$ cat src/rtl/multicycle_controller.sv
// Multicycle RISC control unit: Moore FSM stepping fetch/decode/execute/memory/writeback
// with a mem_ready handshake and a wait-state timeout on memory states.
module multicycle_controller #(
  parameter int unsigned TIMEOUT = 16,
  parameter int unsigned STATE_W = 4
) (
  input  logic               clk,
  input  logic               rst_n,
  input  logic [5:0]         op,
  input  logic               zero,
  input  logic               mem_ready,
  output logic               mem_req,
  output logic               memwrite,
  output logic               iord,
  output logic               irwrite,
  output logic               pcen,
  output logic               regwrite,
  output logic               regdst,
  output logic               memtoreg,
  output logic               alusrca,
  output logic [1:0]         alusrcb,
  output logic [1:0]         pcsrc,
  output logic [1:0]         aluop,
  output logic               illegal_op,
  output logic               bus_err,
  output logic [STATE_W-1:0] state
);

  localparam int unsigned CNT_W = (TIMEOUT > 1) ? $clog2(TIMEOUT) : 1;

  localparam logic [5:0] OP_RTYPE = 6'b000000;
  localparam logic [5:0] OP_LW    = 6'b100011;
  localparam logic [5:0] OP_SW    = 6'b101011;
  localparam logic [5:0] OP_BEQ   = 6'b000100;
  localparam logic [5:0] OP_ADDI  = 6'b001000;
  localparam logic [5:0] OP_J     = 6'b000010;

  typedef enum logic [3:0] {
    FETCH   = 4'd0,
    DECODE  = 4'd1,
    MEMADR  = 4'd2,
    MEMRD   = 4'd3,
    MEMWB   = 4'd4,
    MEMWR   = 4'd5,
    EXECUTE = 4'd6,
    ALUWB   = 4'd7,
    BRANCH  = 4'd8,
    ADDIEX  = 4'd9,
    ADDIWB  = 4'd10,
    JUMP    = 4'd11
  } state_t;

  state_t           cur;
  state_t           nxt;
  logic [CNT_W-1:0] wait_cnt;
  logic [CNT_W-1:0] wait_nxt;
  logic             mem_phase;
  logic             timeout;
  logic             decode_bad;
  logic             illegal_q;
  logic             bus_err_q;
  logic             pcwrite;
  logic             branch;

  // Next-state, timeout detection and wait-counter update
  always_comb begin
    nxt        = cur;
    mem_phase  = 1'b0;
    decode_bad = 1'b0;
    case (cur)
      FETCH: begin
        mem_phase = 1'b1;
        if (mem_ready) nxt = DECODE;
      end
      DECODE: begin
        case (op)
          OP_LW, OP_SW: nxt = MEMADR;
          OP_RTYPE:     nxt = EXECUTE;
          OP_BEQ:       nxt = BRANCH;
          OP_ADDI:      nxt = ADDIEX;
          OP_J:         nxt = JUMP;
          default: begin
            nxt        = FETCH;
            decode_bad = 1'b1;
          end
        endcase
      end
      MEMADR:  nxt = (op == OP_LW) ? MEMRD : MEMWR;
      MEMRD: begin
        mem_phase = 1'b1;
        if (mem_ready) nxt = MEMWB;
      end
      MEMWB:   nxt = FETCH;
      MEMWR: begin
        mem_phase = 1'b1;
        if (mem_ready) nxt = FETCH;
      end
      EXECUTE: nxt = ALUWB;
      ALUWB:   nxt = FETCH;
      BRANCH:  nxt = FETCH;
      ADDIEX:  nxt = ADDIWB;
      ADDIWB:  nxt = FETCH;
      JUMP:    nxt = FETCH;
      default: nxt = FETCH;
    endcase

    // A completing access on the last allowed cycle is not a timeout
    timeout = (TIMEOUT != 0) && mem_phase && !mem_ready &&
              (wait_cnt == CNT_W'(TIMEOUT - 1));
    if (timeout) nxt = FETCH;

    if (timeout || (nxt != cur) || !mem_phase || mem_ready)
      wait_nxt = '0;
    else
      wait_nxt = wait_cnt + CNT_W'(1);
  end

  // State, wait counter and error pulses
  always_ff @(posedge clk) begin
    if (!rst_n) begin
      cur       <= FETCH;
      wait_cnt  <= '0;
      illegal_q <= 1'b0;
      bus_err_q <= 1'b0;
    end else begin
      cur       <= nxt;
      wait_cnt  <= wait_nxt;
      illegal_q <= decode_bad;
      bus_err_q <= timeout;
    end
  end

  // Moore output decode; everything held low while reset is asserted
  always_comb begin
    mem_req    = 1'b0;
    memwrite   = 1'b0;
    iord       = 1'b0;
    irwrite    = 1'b0;
    pcwrite    = 1'b0;
    branch     = 1'b0;
    regwrite   = 1'b0;
    regdst     = 1'b0;
    memtoreg   = 1'b0;
    alusrca    = 1'b0;
    alusrcb    = 2'b00;
    pcsrc      = 2'b00;
    aluop      = 2'b00;
    pcen       = 1'b0;
    illegal_op = 1'b0;
    bus_err    = 1'b0;
    state      = '0;
    if (rst_n) begin
      case (cur)
        FETCH: begin
          mem_req = 1'b1;
          alusrcb = 2'b01;
          irwrite = mem_ready;
          pcwrite = mem_ready;
        end
        DECODE:  alusrcb = 2'b11;
        MEMADR: begin
          alusrca = 1'b1;
          alusrcb = 2'b10;
        end
        MEMRD: begin
          mem_req = 1'b1;
          iord    = 1'b1;
        end
        MEMWB: begin
          regwrite = 1'b1;
          memtoreg = 1'b1;
        end
        MEMWR: begin
          mem_req  = 1'b1;
          iord     = 1'b1;
          memwrite = 1'b1;
        end
        EXECUTE: begin
          alusrca = 1'b1;
          aluop   = 2'b10;
        end
        ALUWB: begin
          regwrite = 1'b1;
          regdst   = 1'b1;
        end
        BRANCH: begin
          alusrca = 1'b1;
          aluop   = 2'b01;
          pcsrc   = 2'b01;
          branch  = 1'b1;
        end
        ADDIEX: begin
          alusrca = 1'b1;
          alusrcb = 2'b10;
        end
        ADDIWB:  regwrite = 1'b1;
        JUMP: begin
          pcsrc   = 2'b10;
          pcwrite = 1'b1;
        end
        default: ;
      endcase
      pcen       = pcwrite | (branch & zero);
      illegal_op = illegal_q;
      bus_err    = bus_err_q;
      state      = STATE_W'(cur);
    end
  end

endmodule

$ cat config.mk
export PLATFORM = sky130hd
export DESIGN_NAME = multicycle_controller
export DESIGN_NICKNAME = d
export VERILOG_FILES = /design/src/rtl/multicycle_controller.sv
export SDC_FILE = /design/constraint.sdc
export NUM_CORES = 1
export LEC_CHECK = 0
export CORE_MARGIN = 5
export CORE_UTILIZATION = 30
export DETAILED_ROUTE_END_ITERATION = 7
export MAX_ROUTING_LAYER = met4
export PLACE_DENSITY = 0.59
export SYNTH_ARGS = -nofsm -noshare
export SYNTH_HDL_FRONTEND = slang
export SYNTH_SLANG_ARGS = --single-unit
$ cat constraint.sdc
create_clock -name clk -period 2 [get_ports clk]
set_input_delay 0.4 -clock clk [delete_from_list [all_inputs] [get_ports clk]]
set_output_delay 0.4 -clock clk [all_outputs]
set_load 0.02 [all_outputs]
==> results.py <==
metrics = {
    "layout": {
        "layout.nets": 175,
        "layout.cells.most_common_list": "25 x buf_4, 18 x nor2_1, 12 x nor3_1",
        "fillCellCount": 261,
        "final_cells": 193,
        "diodes": 0,
        "mostFrequentLayoutCell": "buf_4",
        "final_area_mm2": 0.00130,
        "syn_to_final_growth_pct": 59.8,
        "drive_gt1_share_pct": 32.5,
    },
    "floorplanning": {
        "rows": 18,
        "core-area_mm2": 0.00254,
        "die_area_mm2": 0.00385,
        "pin_count": 31,
        "die_h_um": 62.1,
        "fp.dieW_um": 62.1,
        "initial_utilization_pct": 32.0,
    },
    "power": {
        "ir_drop_v": 0.000357,
        "p_leak_uw": 0.000601,
        "power_density_mw_per_mm2": 395,
    },
    "clock_network": {
        "cts_max_level": 1,
        "cts_made_buffers": 3,
        "ctsHoldBuffers": 0,
        "cts_sinks": 10,
        "path_clk_slew_ps": 70,
        "worstSkewPairLatency_ps": 270,
        "cts_tree": "yes",
        "clockRootBuffer": "clkbuf_4",
        "cts_max_path_buffers": 2,
    },
    "critical_path": {
        "path_class": "reg -> out",
        "crit_family": "buffers and inverters",
        "worstPathArrival_ps": 1480,
        "r2r_start": "cur[1]",
        "critPathSlowestCell": "dfxtp_2",
        "crit_start": "cur[2]",
        "reg2reg_setup_slack_ps": 320,
        "crit_cells": 4,
        "worst-endpoint-required_ps": 1600,
        "reg2reg_depth": 6,
        "crit_end": "iord",
        "path_buf_inv": 2,
        "rr_endpoint": "cur[0]",
        "crit_path_end_kind": "primary output",
        "cp_slowest_stage_delay_ps": 370,
        "path_max_fanout": 13,
        "cp_cell_sequence": "buf_4 > xor2_2 > and4b_1 > clkdlybuf4s15_1",
        "crit_path_start_kind": "flop",
    },
    "logic_synthesis": {
        "netlist_instances": 116,
        "syn-num-nets": 127,
        "synth_area_um2": 813,
        "yosys_warnings": 0,
        "synth_cell_types": 33,
        "syn_area_per_cell_um2": 7.01,
        "synth_seq_cells": 10,
        "yosysSeqAreaShare_pct": 24.6,
    },
    "global_routing": {
        "busiest_layer": "met2",
        "antenna_found_initial": 0,
        "grt_pass1_wl_mm": 3.88,
        "overflow": 0,
        "met2_usage_pct": 20.3,
        "grt_pass1_vias": 898,
        "track_usage_pct": 13.7,
        "use_met3_pct": 1.24,
        "grt_use_met1_pct": 19.0,
        "grt_max_degree": 14,
    },
    "sta": {
        "relSlewSlack_pct": 72.2,
        "worst_pin_slew_ps": 413,
        "drv_slew": 0,
        "rsz0062_at_grt": "false",
        "fmax_mhz": 533,
        "period_share_pct": 93.8,
        "skew_ps": 6.28,
        "setup_viol_count_final": 0,
        "fin_crit_ps": 1880,
        "final.setup.tns_ps": 0,
        "setup_slack_ps": 124,
        "hold_viol": 0,
    },
    "drt": {
        "drtIter0Drc": 54,
        "firstDrtPassIters": 4,
        "drc_errors": 0,
        "dr_total_vias": 980,
        "ant_nets": 0,
        "routedWlPerCell_um": 12.2,
        "viasPerCell": 5.08,
        "routed_wl_mm": 2.35,
    },
    "placement": {
        "dp_cells": 189,
        "dpl_cell_area_mm2": 0.00128,
        "hpwl_mm": 1.85,
        "port_buffers": 30,
        "gp_congestion": 0.871,
        "place_ws_ps": -481,
    },
    "hold_path": {
        "hold_path_class": "reg -> reg",
    },
    "flow_run": {
        "maxCapViolations": 0,
    },
    "outcome": {
        "status": "finished clean",
    },
}
==> what timing repair did <==
| action | in CTS | in global routing |
|---|---|---|
| setup endpoints to repair | 21 | 13 |
| pin swaps | 0 | 3 |
| gates resized for setup | 63 | 20 |
| gates cloned | 0 | 0 |
| buffers inserted | 0 | 0 |
==> state kept, by name, indices dropped and copies added (netlist names) <==
| register | count |
|---|---|
| cur | 4 |
| bus_err_q | 1 |
| wait_cnt | 4 |
| illegal_q | 1 |
==> where the power goes <==
group,switching [uW],internal [uW]
Combinational,60.9,60.9
Clock,72.3,111
Sequential,4.93,204
==> cell type report <==
class	count	area (um2)	area share, %
tap	30	37.5	2.89
sequential	10	204	15.7
clock buffer	4	36.3	2.79
multi-input combinational	93	594	45.7
inverter	4	15.0	1.15
timing repair buffer	52	413	31.8
==> logic make-up (layout without fill, tap and decap cells) <==
logic type	count (synthesis)	in the layout	share of synthesized area, %
buffers and inverters	13	60	6.77
muxes	3	3	4.00
and+or+nand+nor	64	64	41.5
adders and majority gates	1	1	1.54
DFF	10	10	24.6
xor gates and xnor gates	5	5	5.39
AOI/OAI and AO/OA	20	20	16.2
==> worst min-delay path by stage <==
stage                      startpoint  cells after the start     endpoint
after floorplan           wait_cnt[0]                      1  wait_cnt[0]
after global placement    wait_cnt[0]                      1  wait_cnt[0]
after detailed placement  wait_cnt[0]                      1  wait_cnt[0]
after CTS                 wait_cnt[0]                      1  wait_cnt[0]
after global routing      wait_cnt[0]                      1  wait_cnt[0]
final                     wait_cnt[0]                      1  wait_cnt[0]
==> synthesized netlist by cell type <==
cell type / count / share of area, %
nor3_1: 14 / 8.6
or3_1: 2 / 1.5
nor4_1: 3 / 2.3
nor2_1: 18 / 8.3
dfxtp_1: 10 / 25
o211a_1: 1 / 1.2
or4_1: 1 / 0.92
o21ai_0: 5 / 3.1
o31ai_1: 1 / 0.92
o32a_1: 1 / 1.2
a2111o_1: 1 / 1.4
and4b_1: 2 / 2.5
or2_2: 2 / 1.5
clkbuf_1: 2 / 0.92
nand2_1: 5 / 2.3
inv_1: 4 / 1.8
nor2b_1: 1 / 0.77
or4b_4: 1 / 1.7
buf_2: 5 / 3.1
buf_1: 2 / 0.92
a31oi_1: 1 / 0.77
nand3_1: 4 / 2.5
xnor2_1: 2 / 2.2
and2_1: 5 / 3.8
a211oi_1: 3 / 2.8
nand2b_1: 5 / 3.8
ha_1: 1 / 1.5
xor2_1: 3 / 3.2
nor3b_1: 1 / 0.92
a32oi_1: 1 / 1.1
a21oi_1: 6 / 3.7
mux2i_1: 1 / 1.2
mux2_2: 2 / 2.8
==> metal layers <==
metal | wire length, um | share of wire (%) | up-vias
met1 | 1100 | 47 | 441
met2 | 1100 | 47 | 26
met4 | 23 | 0.98 | 0
li1 | - | - | 511
met3 | 129 | 5.5 | 2
met5 | 0 | 0 | -
==> per-stage QoR <==
step,hold slack [ps],total power (uW),utilization [%]
final,459,513,51.1
after global routing,489,542,51.1
after CTS,467,517,50.7
after detailed placement,457,340,50.1
after global placement,428,339,50.1
after floorplan,418,273,-
No activity file was read; power rests on OpenSTA's default activity.
